[src/rtl/clap_src.sv]
// clap_src: registered burst generator driving en/din_rvs into a detector.
// Optional flag-count self check is enabled by defining CLAP_SRC_FLAG_CHECK_EN.
module clap_src #(
  parameter int LEAD  = 2,
  parameter int PW    = 3,
  parameter int GAP   = 2,
  parameter int CNT_W = 8
) (
  input  logic             clk,
  input  logic             rst_n,
  input  logic             start,
  input  logic [CNT_W-1:0] num,
`ifdef CLAP_SRC_FLAG_CHECK_EN
  input  logic             flag,
  output logic [CNT_W-1:0] flag_cnt,
  output logic             err,
`endif
  output logic             en,
  output logic             din_rvs,
  output logic             busy,
  output logic             done
);

  localparam int M1 = (LEAD > PW) ? LEAD : PW;
  localparam int M2 = (M1 > GAP) ? M1 : GAP;
  localparam int M3 = (M2 > 2) ? M2 : 2;
  localparam int CW = $clog2(M3 + 1);

  typedef enum logic [2:0] {
    S_IDLE,
    S_LEAD,
    S_PULSE,
    S_GAP,
    S_TAIL
  } state_t;

  state_t           state_q, state_d;
  logic [CW-1:0]    cyc_q, cyc_d;
  logic [CNT_W-1:0] rem_q, rem_d;
  logic             en_q, en_d;
  logic             din_q, din_d;
  logic             busy_q, busy_d;
  logic             done_q, done_d;
  logic             acc;

  assign acc = (state_q == S_IDLE) && start;

  always_comb begin
    state_d = state_q;
    cyc_d   = cyc_q;
    rem_d   = rem_q;
    done_d  = 1'b0;
    unique case (state_q)
      S_IDLE: begin
        if (start) begin
          if (num != '0) begin
            state_d = S_LEAD;
            rem_d   = num;
            cyc_d   = '0;
          end else begin
            done_d  = 1'b1;
          end
        end
      end
      S_LEAD: begin
        if (cyc_q == CW'(LEAD - 1)) begin
          state_d = S_PULSE;
          cyc_d   = '0;
        end else begin
          cyc_d   = cyc_q + 1'b1;
        end
      end
      S_PULSE: begin
        if (cyc_q == CW'(PW - 1)) begin
          // rem counts down from num, so 255 never wraps
          rem_d   = rem_q - 1'b1;
          state_d = (rem_q == 1) ? S_TAIL : S_GAP;
          cyc_d   = '0;
        end else begin
          cyc_d   = cyc_q + 1'b1;
        end
      end
      S_GAP: begin
        if (cyc_q == CW'(GAP - 1)) begin
          state_d = S_PULSE;
          cyc_d   = '0;
        end else begin
          cyc_d   = cyc_q + 1'b1;
        end
      end
      S_TAIL: begin
        if (cyc_q == CW'(1)) begin
          state_d = S_IDLE;
          cyc_d   = '0;
          done_d  = 1'b1;
        end else begin
          cyc_d   = cyc_q + 1'b1;
        end
      end
      default: begin
        state_d = S_IDLE;
        cyc_d   = '0;
      end
    endcase
    // outputs follow the next state so they leave the flops aligned
    en_d   = (state_d != S_IDLE);
    din_d  = (state_d == S_PULSE);
    busy_d = (state_d != S_IDLE);
  end

  always_ff @(posedge clk or negedge rst_n) begin
    if (!rst_n) begin
      state_q <= S_IDLE;
      cyc_q   <= '0;
      rem_q   <= '0;
      en_q    <= 1'b0;
      din_q   <= 1'b0;
      busy_q  <= 1'b0;
      done_q  <= 1'b0;
    end else begin
      state_q <= state_d;
      cyc_q   <= cyc_d;
      rem_q   <= rem_d;
      en_q    <= en_d;
      din_q   <= din_d;
      busy_q  <= busy_d;
      done_q  <= done_d;
    end
  end

  assign en      = en_q;
  assign din_rvs = din_q;
  assign busy    = busy_q;
  assign done    = done_q;

`ifdef CLAP_SRC_FLAG_CHECK_EN
  logic             fprev_q, fprev_d;
  logic [CNT_W-1:0] fcnt_q, fcnt_d;
  logic [CNT_W-1:0] num_q, num_d;
  logic [CNT_W-1:0] cap;
  logic             err_q, err_d;

  always_comb begin
    fprev_d = flag;
    fcnt_d  = fcnt_q;
    num_d   = num_q;
    err_d   = err_q;
    if (acc) begin
      fcnt_d = '0;
      num_d  = num;
    end else if ((state_q != S_IDLE) && flag && !fprev_q) begin
      fcnt_d = fcnt_q + 1'b1;
    end
    cap = acc ? num : num_q;
    if (done_d) begin
      err_d = (fcnt_d != cap);
    end else if (acc) begin
      err_d = 1'b0;
    end
  end

  always_ff @(posedge clk or negedge rst_n) begin
    if (!rst_n) begin
      fprev_q <= 1'b0;
      fcnt_q  <= '0;
      num_q   <= '0;
      err_q   <= 1'b0;
    end else begin
      fprev_q <= fprev_d;
      fcnt_q  <= fcnt_d;
      num_q   <= num_d;
      err_q   <= err_d;
    end
  end

  assign flag_cnt = fcnt_q;
  assign err      = err_q;
`endif

endmodule

[config.mk]
export PLATFORM = sky130hd
export DESIGN_NAME = clap_src
export DESIGN_NICKNAME = d
export VERILOG_FILES = /design/src/rtl/clap_src.sv
export SDC_FILE = /design/constraint.sdc
export NUM_CORES = 1
export LEC_CHECK = 0
export BUFFER_PORTS_ARGS = -buffer_cell sky130_fd_sc_hd__buf_2
export CORE_UTILIZATION = 55
export DETAILED_ROUTE_END_ITERATION = 10
export PLACE_DENSITY = 0.77
export SLEW_MARGIN = 20
export SYNTH_ARGS = -nofsm -noshare
export SYNTH_HDL_FRONTEND = slang
export SYNTH_SLANG_ARGS = --single-unit
[constraint.sdc]
create_clock -name clk -period 3.62 [get_ports clk]
set_clock_uncertainty 0.1 [all_clocks]
set_input_delay 0 -clock clk [delete_from_list [all_inputs] [get_ports clk]]
set_output_delay 0 -clock clk [all_outputs]
set_load 0.03 [all_outputs]
Word-level counts from Yosys, hierarchy flattened

Index checks and enable logic that the tools add are counted.
Widths: inputs -> output; s select.

Reductions and logical operators: 8
Mux-type cells: 20
Equality and inequality tests: 11
$add $sub $neg: 2

Operators with widths:

| operator            | count |
|---|---|
| $mux 8              | 3 |
| $mux 3              | 6 |
| $pmux 8 s2          | 1 |
| $pmux 3 s4          | 1 |
| $eq 3x2->1 const B  | 3 |
| $eq 8x1->1 const B  | 1 |
| $mux 2              | 4 |
| $reduce_bool 8->1   | 1 |
| $sub 8x1->8 const B | 1 |
| $pmux 2 s3          | 1 |
| $ne 2x2->1 const B  | 2 |
| $reduce_and 4->1    | 1 |
| $eq 3x1->1 const B  | 1 |
| $eq 3x3->1 const B  | 1 |
| $logic_not 3->1     | 1 |
| $mux 1              | 3 |
| $reduce_bool 3->1   | 1 |
| $reduce_or 3->1     | 1 |
| $add 2x1->2 const B | 1 |
| $eq 2x1->1 const B  | 1 |
| $eq 2x2->1 const B  | 1 |
| $ne 2x1->1 const B  | 1 |
| $pmux 1 s2          | 1 |
| $reduce_and 2->1    | 1 |
| other kinds (2)     | 2 |

Input port bits: 11
Output and inout bits: 4
Register bits: 16

Logic depth before layout (Yosys ltp)

Gate-level depths: netlist (run 1).

Word-level depth: 5
Gate-level depth with buffers: 6

Least setup slack after synthesis (run 1)

No wires, ideal clock.

Path type: register to register
Start point: reg rem_q[1]
End point: reg din_q (netlist: din_rvs)
Library setup time: 0.120 ns
Required time: 3.400 ns
Path slack: 1.876 ns
Arrival: 1.524 ns
Buffers on the path: 0
Cell stages (with the launch flop): 7
Cell sequence: dfrtp_1 > inv_1 > ha_1 > or4bb_1 > o41ai_2 > a21oi_1 > and3_1

Word-level cells in the longest chain between the ends: 5

Ends and longest elaborated chain:

| what                   | RTL line | source |
|---|---|---|
| from (decl)            | 39       | `logic [CNT_W-1:0] rem_q, rem_d;` |
| from (signal assigned) | 123      | `rem_q <= rem_d;` |
| $eq 8x1->1             | 77       | `state_d = (rem_q == 1) ? S_TAIL : S_GAP;` |
| $mux 3                 | 77       |  |
| $mux 3                 | 74       | `if (cyc_q == CW'(PW - 1)) begin` |
| $pmux 3 s4             | 53       | `unique case (state_q)` |
| via state_d[1]         | 37       | `state_t state_q, state_d;` |
| $eq 3x2->1             | 107      | `din_d = (state_d == S_PULSE);` |
| via din_d              | 41       | `logic din_q, din_d;` |
| to (signal assigned)   | 125      | `din_q <= din_d;` |
| to (decl)              | 41       |  |

The timed path passes the listed nets, and every way through them passes these cells.
A chain may end at the register's enable or synchronous reset.

Worst setup path in the final report (run 1)

Start point: in num[4]
End point: reg rem_q[1]

Word-level cells in the longest chain between the ends: 3

Ends and longest elaborated chain:

| what                       | RTL line | source |
|---|---|---|
| from (decl)                | 12       | `input logic [CNT_W-1:0] num,` |
| $reduce_bool 8->1          | 56       | `if (num != '0) begin` |
| $ne 2x1->1 (no line)       | -        |  |
| $reduce_and 4->1 (no line) | -        |  |

Every way passes these cells.

==> results of run 1 <==
==> critical path: cells and delay by family <==
family                 cells  cell delay [ns]
AO/OA/AOI/OAI              2             0.70
buffers and inverters      2             0.67
AND/OR/NAND/NOR            2             0.77
==> logic make-up after synthesis <==
group           after synthesis  synth area share [%]
simple gates                 47                  26.4
flops                        16                  37.4
buf+inv                      13                  6.19
compound gates               40                  27.7
fa+ha+maj                     2                  2.34
==> final timing paths <==
path,startpoint,endpoint,cells after the start
min,num[3],rem_q[3],4
max in group asynchronous,rst_n,rem_q[5],2
max reg2reg,state_q[2],rem_q[3],4
min reg2reg,rem_q[6],rem_q[6],1
max,num[4],rem_q[1],6
min in group asynchronous,rst_n,busy,2
==> flip-flops by register name, summed over array words and instances (netlist names) <==
name     cells
busy         1
cyc_q        2
din_rvs      1
done         1
rem_q        8
state_q      3
==> cell usage in the layout, fill, tap and decap left out, types with 2 or more instances in the layout <==
cell type / synthesis / routed
nor2_1: 11 / 11
ha_1: 2 / 2
nor3b_1: 2 / 2
dfrtp_1: 16 / 16
o2bb2a_4: 2 / 2
o22a_1: 2 / 2
dlygate4sd3_1: 0 / 4
nand2b_1: 3 / 3
nand2_1: 4 / 4
nor2b_1: 3 / 3
clkbuf_4: 0 / 3
nand4_1: 2 / 2
a21oi_1: 12 / 12
o21ai_0: 8 / 8
and2_1: 2 / 2
nor3_1: 4 / 4
or4_4: 3 / 3
inv_1: 4 / 4
nand3_1: 4 / 4
buf_2: 4 / 14
a22oi_1: 2 / 2
a31oi_1: 4 / 4
nand3b_1: 4 / 4
==> synthesized netlist by cell type, types with 2 or more instances <==
master	number	area (µm²)
and2_1	2	12.5
o2bb2a_4	2	40.0
a31oi_1	4	25.0
a22oi_1	2	15.0
nand3_1	4	20.0
ha_1	2	25.0
nor2b_1	3	18.8
a21oi_1	12	60.1
nor2_1	11	41.3
or4_4	3	33.8
nor3b_1	2	15.0
nand2b_1	3	18.8
clkbuf_1	2	7.51
nand2_1	4	15.0
nand4_1	2	12.5
o21ai_0	8	40.0
dfrtp_1	16	400
nand3b_1	4	30.0
o22a_1	2	17.5
inv_1	4	15.0
buf_2	4	20.0
nor3_1	4	20.0
==> routing by layer <==
| layer | vias up | wire length [µm] | global-route usage (%) |
|---|---|---|---|
| li1 | 469 | - | - |
| met1 | 438 | 1160 | 39.6 |
| met2 | 27 | 1090 | 36.9 |
| met3 | 6 | 101 | 3.92 |
| met4 | 0 | 47 | 8.82 |
| met5 | - | 0 | 0 |
==> power breakdown <==
| group | switching, mW | leakage, nW | internal (mW) |
|---|---|---|---|
| clock | 0.0544 | 0.0138 | 0.0386 |
| sequential | 0.0912 | 0.181 | 0.238 |
| combinational | 0.171 | 0.270 | 0.149 |
==> final cells by class <==
type | instances | area [µm²]
fill | 160 | 592
tap | 25 | 31.3
inverter | 4 | 15.0
sequential | 16 | 400
timing repair buffer | 19 | 118
clock buffer | 3 | 22.5
multi-input combinational | 89 | 604
==> through the flow <==
stage	cells	hold slack, ns	area, µm²	setup WS (ns)	power (mW)
6_report	156	0.0238	1190	1.58	0.742
5_1_grt	156	0.0274	1190	1.49	0.802
4_1_cts	156	0.00366	1190	1.60	0.744
3_5_place_dp	149	-0.165	1130	1.72	0.643
3_3_place_gp	149	-0.170	1130	1.76	0.630
2_1_floorplan	118	-0.396	1070	1.88	0.560
==> timing repair <==
action                                 CTS  global route
resized for setup                        0             0
endpoints found under the hold margin   19             0
hold buffers                             4             0
==> impl_metrics.toml, run 1 <==
[worst_setup_path]
worstSetupPathType = "in -> reg"
rrSetupSlack_ns = 1.68
cp.required_ns = 3.71
cp_max_fo = 11
cpPeakStageDelay_ns = 0.55
cp-start-kind = "input port"
crit_chain = "dlygate4sd3_1, buf_2, or4_4, o211ai_2, nand2_1, o21ai_0"
crit_slowest_cell = "or4_4"
crit_path_end_kind = "flop"
critPathArrivalTime_ns = 2.13

[clocking]
cts_tree = "built"
numCtsBuffers = 3
postCtsSetupBuffers = 0
htree_levels = 1
ctsLongestPathBuffers = 2
clk_pin_slew_ns = 0.09
cts_sinks = 16
clk_latency_ns = 0.28
cts_root_buf = "clkbuf_4"

[sta]
period_needed_ns = 2.04
fin_tns_setup_ns = 0
worstMarginPinSlew_ns = 0.469
fmax_mhz = 491
finalHoldViolCount = 0
relSlewSlack_pct = 68.7
setup_viol = 0
slew_viol_final = 0
rsz0062_at_grt = "no"
period_share_pct = 56.3

[routing]
via_per_inst = 6.03
ant_nets = 0
wl_mm = 2.40
first_iter_violations = 29
route.detailed.drc = 0
wl_per_cell_um = 15.4
dr.pass1.iters = 4
via_count = 940

[floorplan]
die_x_um = 46.1
die_area_mm2 = 0.00213
start_util_pct = 60.1
fp.dieH_um = 46.1
core_area_mm2 = 0.00178
row_count = 15
ios = 15

[layout]
area_growth_pct = 11.2
drive_above_1_share_pct = 20.6
num_antenna_cells = 0
fin_util_pct = 66.8
final_nets = 146

[grt]
grt_max_degree = 18
grt_pass1_wl_mm = 3.88
grt_pass1_vias = 846
antenna_found_initial = 0
grt_remaining_overflow = 0
globalRouteTotalUtil_pct = 25.9

[placement]
numPortBuffers = 14
gp_congestion = 0.906
dp_hpwl_mm = 1.75

[synth]
synth_area_mm2 = 0.00107
async_flop_share_pct = 100
synth_edf_count = 0
seq_area_frac_synth_pct = 37.4
synth_fp_nets = 131
ys_ff_latch = 16
ys.warnings.count = 0
avgSynthCellArea_um2 = 9.08
syn_inst = 118
ys_types = 40
synth_flop_cell = "dfrtp_1"

[power_and_ir_drop]
leakage_nw = 0.465
power_density_mw_per_mm2 = 623
ir_drop_mv = 0.367

[flow_run]
cap_violations = 0

[run_status]
status = "completed"

[worst_hold_path]
hp-class = "in -> reg"
Power figures use the tool's default switching activity.
==> run 2, diff against run 1 <==
clock period = 2.1 ns   (was 3.62 ns; I/O delays follow)
==> impl_metrics.toml, run 2 (synthesis gave the netlist of run 1 again) <==
[layout]
mostFrequentLayoutCells = "16 x dfrtp_1, 14 x buf_2, 12 x a21oi_1"
largest_reg_flops = 8
fin_cells = 162
final_nets = 151
area_growth_pct = 17.1
fillers = 139
num_antenna_cells = 0
regMostFlops = "rem_q"
drive_above_1_share_pct = 23.4
fin_util_pct = 70.3
seq_area_um2 = 400
multi_input_area_um2 = 613
top_regs = "rem_q (8), state_q (3), cyc_q (2)"
mostFrequentLayoutCell = "dfrtp_1"

[power_and_ir_drop]
finalPower_mw = 1.35
ir_drop_mv = 0.668
power_density_mw_per_mm2 = 1080
leakage_nw = 0.508

[worst_hold_path]
hp-class = "in -> reg"
hold_depth = 3
min_to = "rem_q[6]"
hp-start = "num[6]"

[worst_setup_path]
cp-start-kind = "input port"
cp_max_fo = 11
crit_path_end_kind = "flop"
rrSetupSlack_ns = 0.24
critPathArrivalTime_ns = 2.05
r2r_start = "rem_q[1]"
r2r-end = "din_rvs"
cp.required_ns = 2.17
worstSetupPathType = "in -> reg"
reg2reg_depth = 6

[routing]
route.detailed.drc = 0
via_per_inst = 6.36
first_iter_violations = 60
ant_nets = 0
via_count = 1030
wl_mm = 2.50
wl_per_cell_um = 15.4
dr.pass1.iters = 4

[placement]
placedCellCount = 153
numPortBuffers = 14
dp_hpwl_mm = 1.72
gp_congestion = 0.916

[sta]
finalHoldViolCount = 0
rsz0062_at_grt = "no"
period_share_pct = 94.3
setup_viol = 0
worstMarginPinSlew_ns = 0.386
fmax_mhz = 505
fin_tns_setup_ns = 0
relSlewSlack_pct = 74.2
period_needed_ns = 1.98
slew_viol_final = 0

[grt]
globalRouteTotalUtil_pct = 25.5
grt_pass1_vias = 890
grt_pass1_wl_mm = 3.81
grt_remaining_overflow = 0
antenna_found_initial = 0
grt_max_degree = 17

[clocking]
clk_pin_slew_ns = 0.10
postCtsSetupBuffers = 0
cts_sinks = 16
clk_latency_ns = 0.29
ctsLongestPathBuffers = 2
cts_root_buf = "clkbuf_4"
htree_levels = 1
numCtsBuffers = 3
cts_tree = "built"

[floorplan]
die_area_mm2 = 0.00213
die_x_um = 46.1
fp.dieH_um = 46.1
row_count = 15
core_area_mm2 = 0.00178
ios = 15
start_util_pct = 60.1

[flow_run]
cap_violations = 0

[run_status]
status = "completed"
run 2: cell types whose count changed in the layout (fill, tap and decap cells not counted):
cell           before  now
dlygate4sd3_1       4    5
o211ai_4            0    1
o211ai_2            1    0
buf_4               1    5
clkbuf_8            0    1
run 2: critical path, stage by stage:
cell,delay [ns]
dlygate4sd3_1,0.53
buf_2,0.14
or4_4,0.56
o211ai_4,0.37
and2_1,0.32
o21ai_0,0.13
run 2: report_power, final:
group	leakage, nW	switching [mW]	internal, mW	total, mW
combinational	0.306	0.306	0.274	0.579
clock	0.0210	0.104	0.106	0.209
sequential	0.181	0.152	0.410	0.562
total	0.508	0.561	0.789	1.35
run 2: layer usage:
layer	up-vias	global-route usage [%]	wire length, µm
li1	480	-	-
met1	496	37.8	1130
met2	46	36.1	1180
met3	8	3.92	135
met4	0	11.8	53
met5	-	0	0
run 2: what timing repair did:
| action | CTS | global route |
|---|---|---|
| hold buffers | 5 | 0 |
| hold endpoints to repair | 20 | 0 |
| gates resized for setup | 0 | 1 |
| setup endpoints to repair | 0 | 8 |
run 2: per-stage QoR:
step	cell area (µm²)	setup slack [ns]	hold WS, ns
after floorplan	1070	0.356	-0.396
after global placement	1160	0.299	-0.168
after detailed placement	1160	0.265	-0.168
after CTS	1240	0.0436	0.00517
after global routing	1250	0.0620	0.0124
final	1250	0.119	0.0182
run 2: how the worst max path moves through the flow:
stage	from	endpoint	slack, ns	cells past startpoint
after detailed placement	rem_q[1]	din_rvs	0.27	6
after CTS	num[4]	rem_q[4]	0.04	6
after global routing	num[4]	rem_q[7]	0.06	6
final	num[4]	rem_q[4]	0.12	6
after global placement	num[5]	rem_q[4]	0.30	5
after floorplan	rem_q[1]	din_rvs	0.36	6
run 2: final cells by class:
class                      instances  area share (%)
timing repair buffer              24            12.6
multi-input combinational         89            48.9
tap                               25            2.50
clock buffer                       4            2.89
sequential                        16            31.9
inverter                           4            1.20
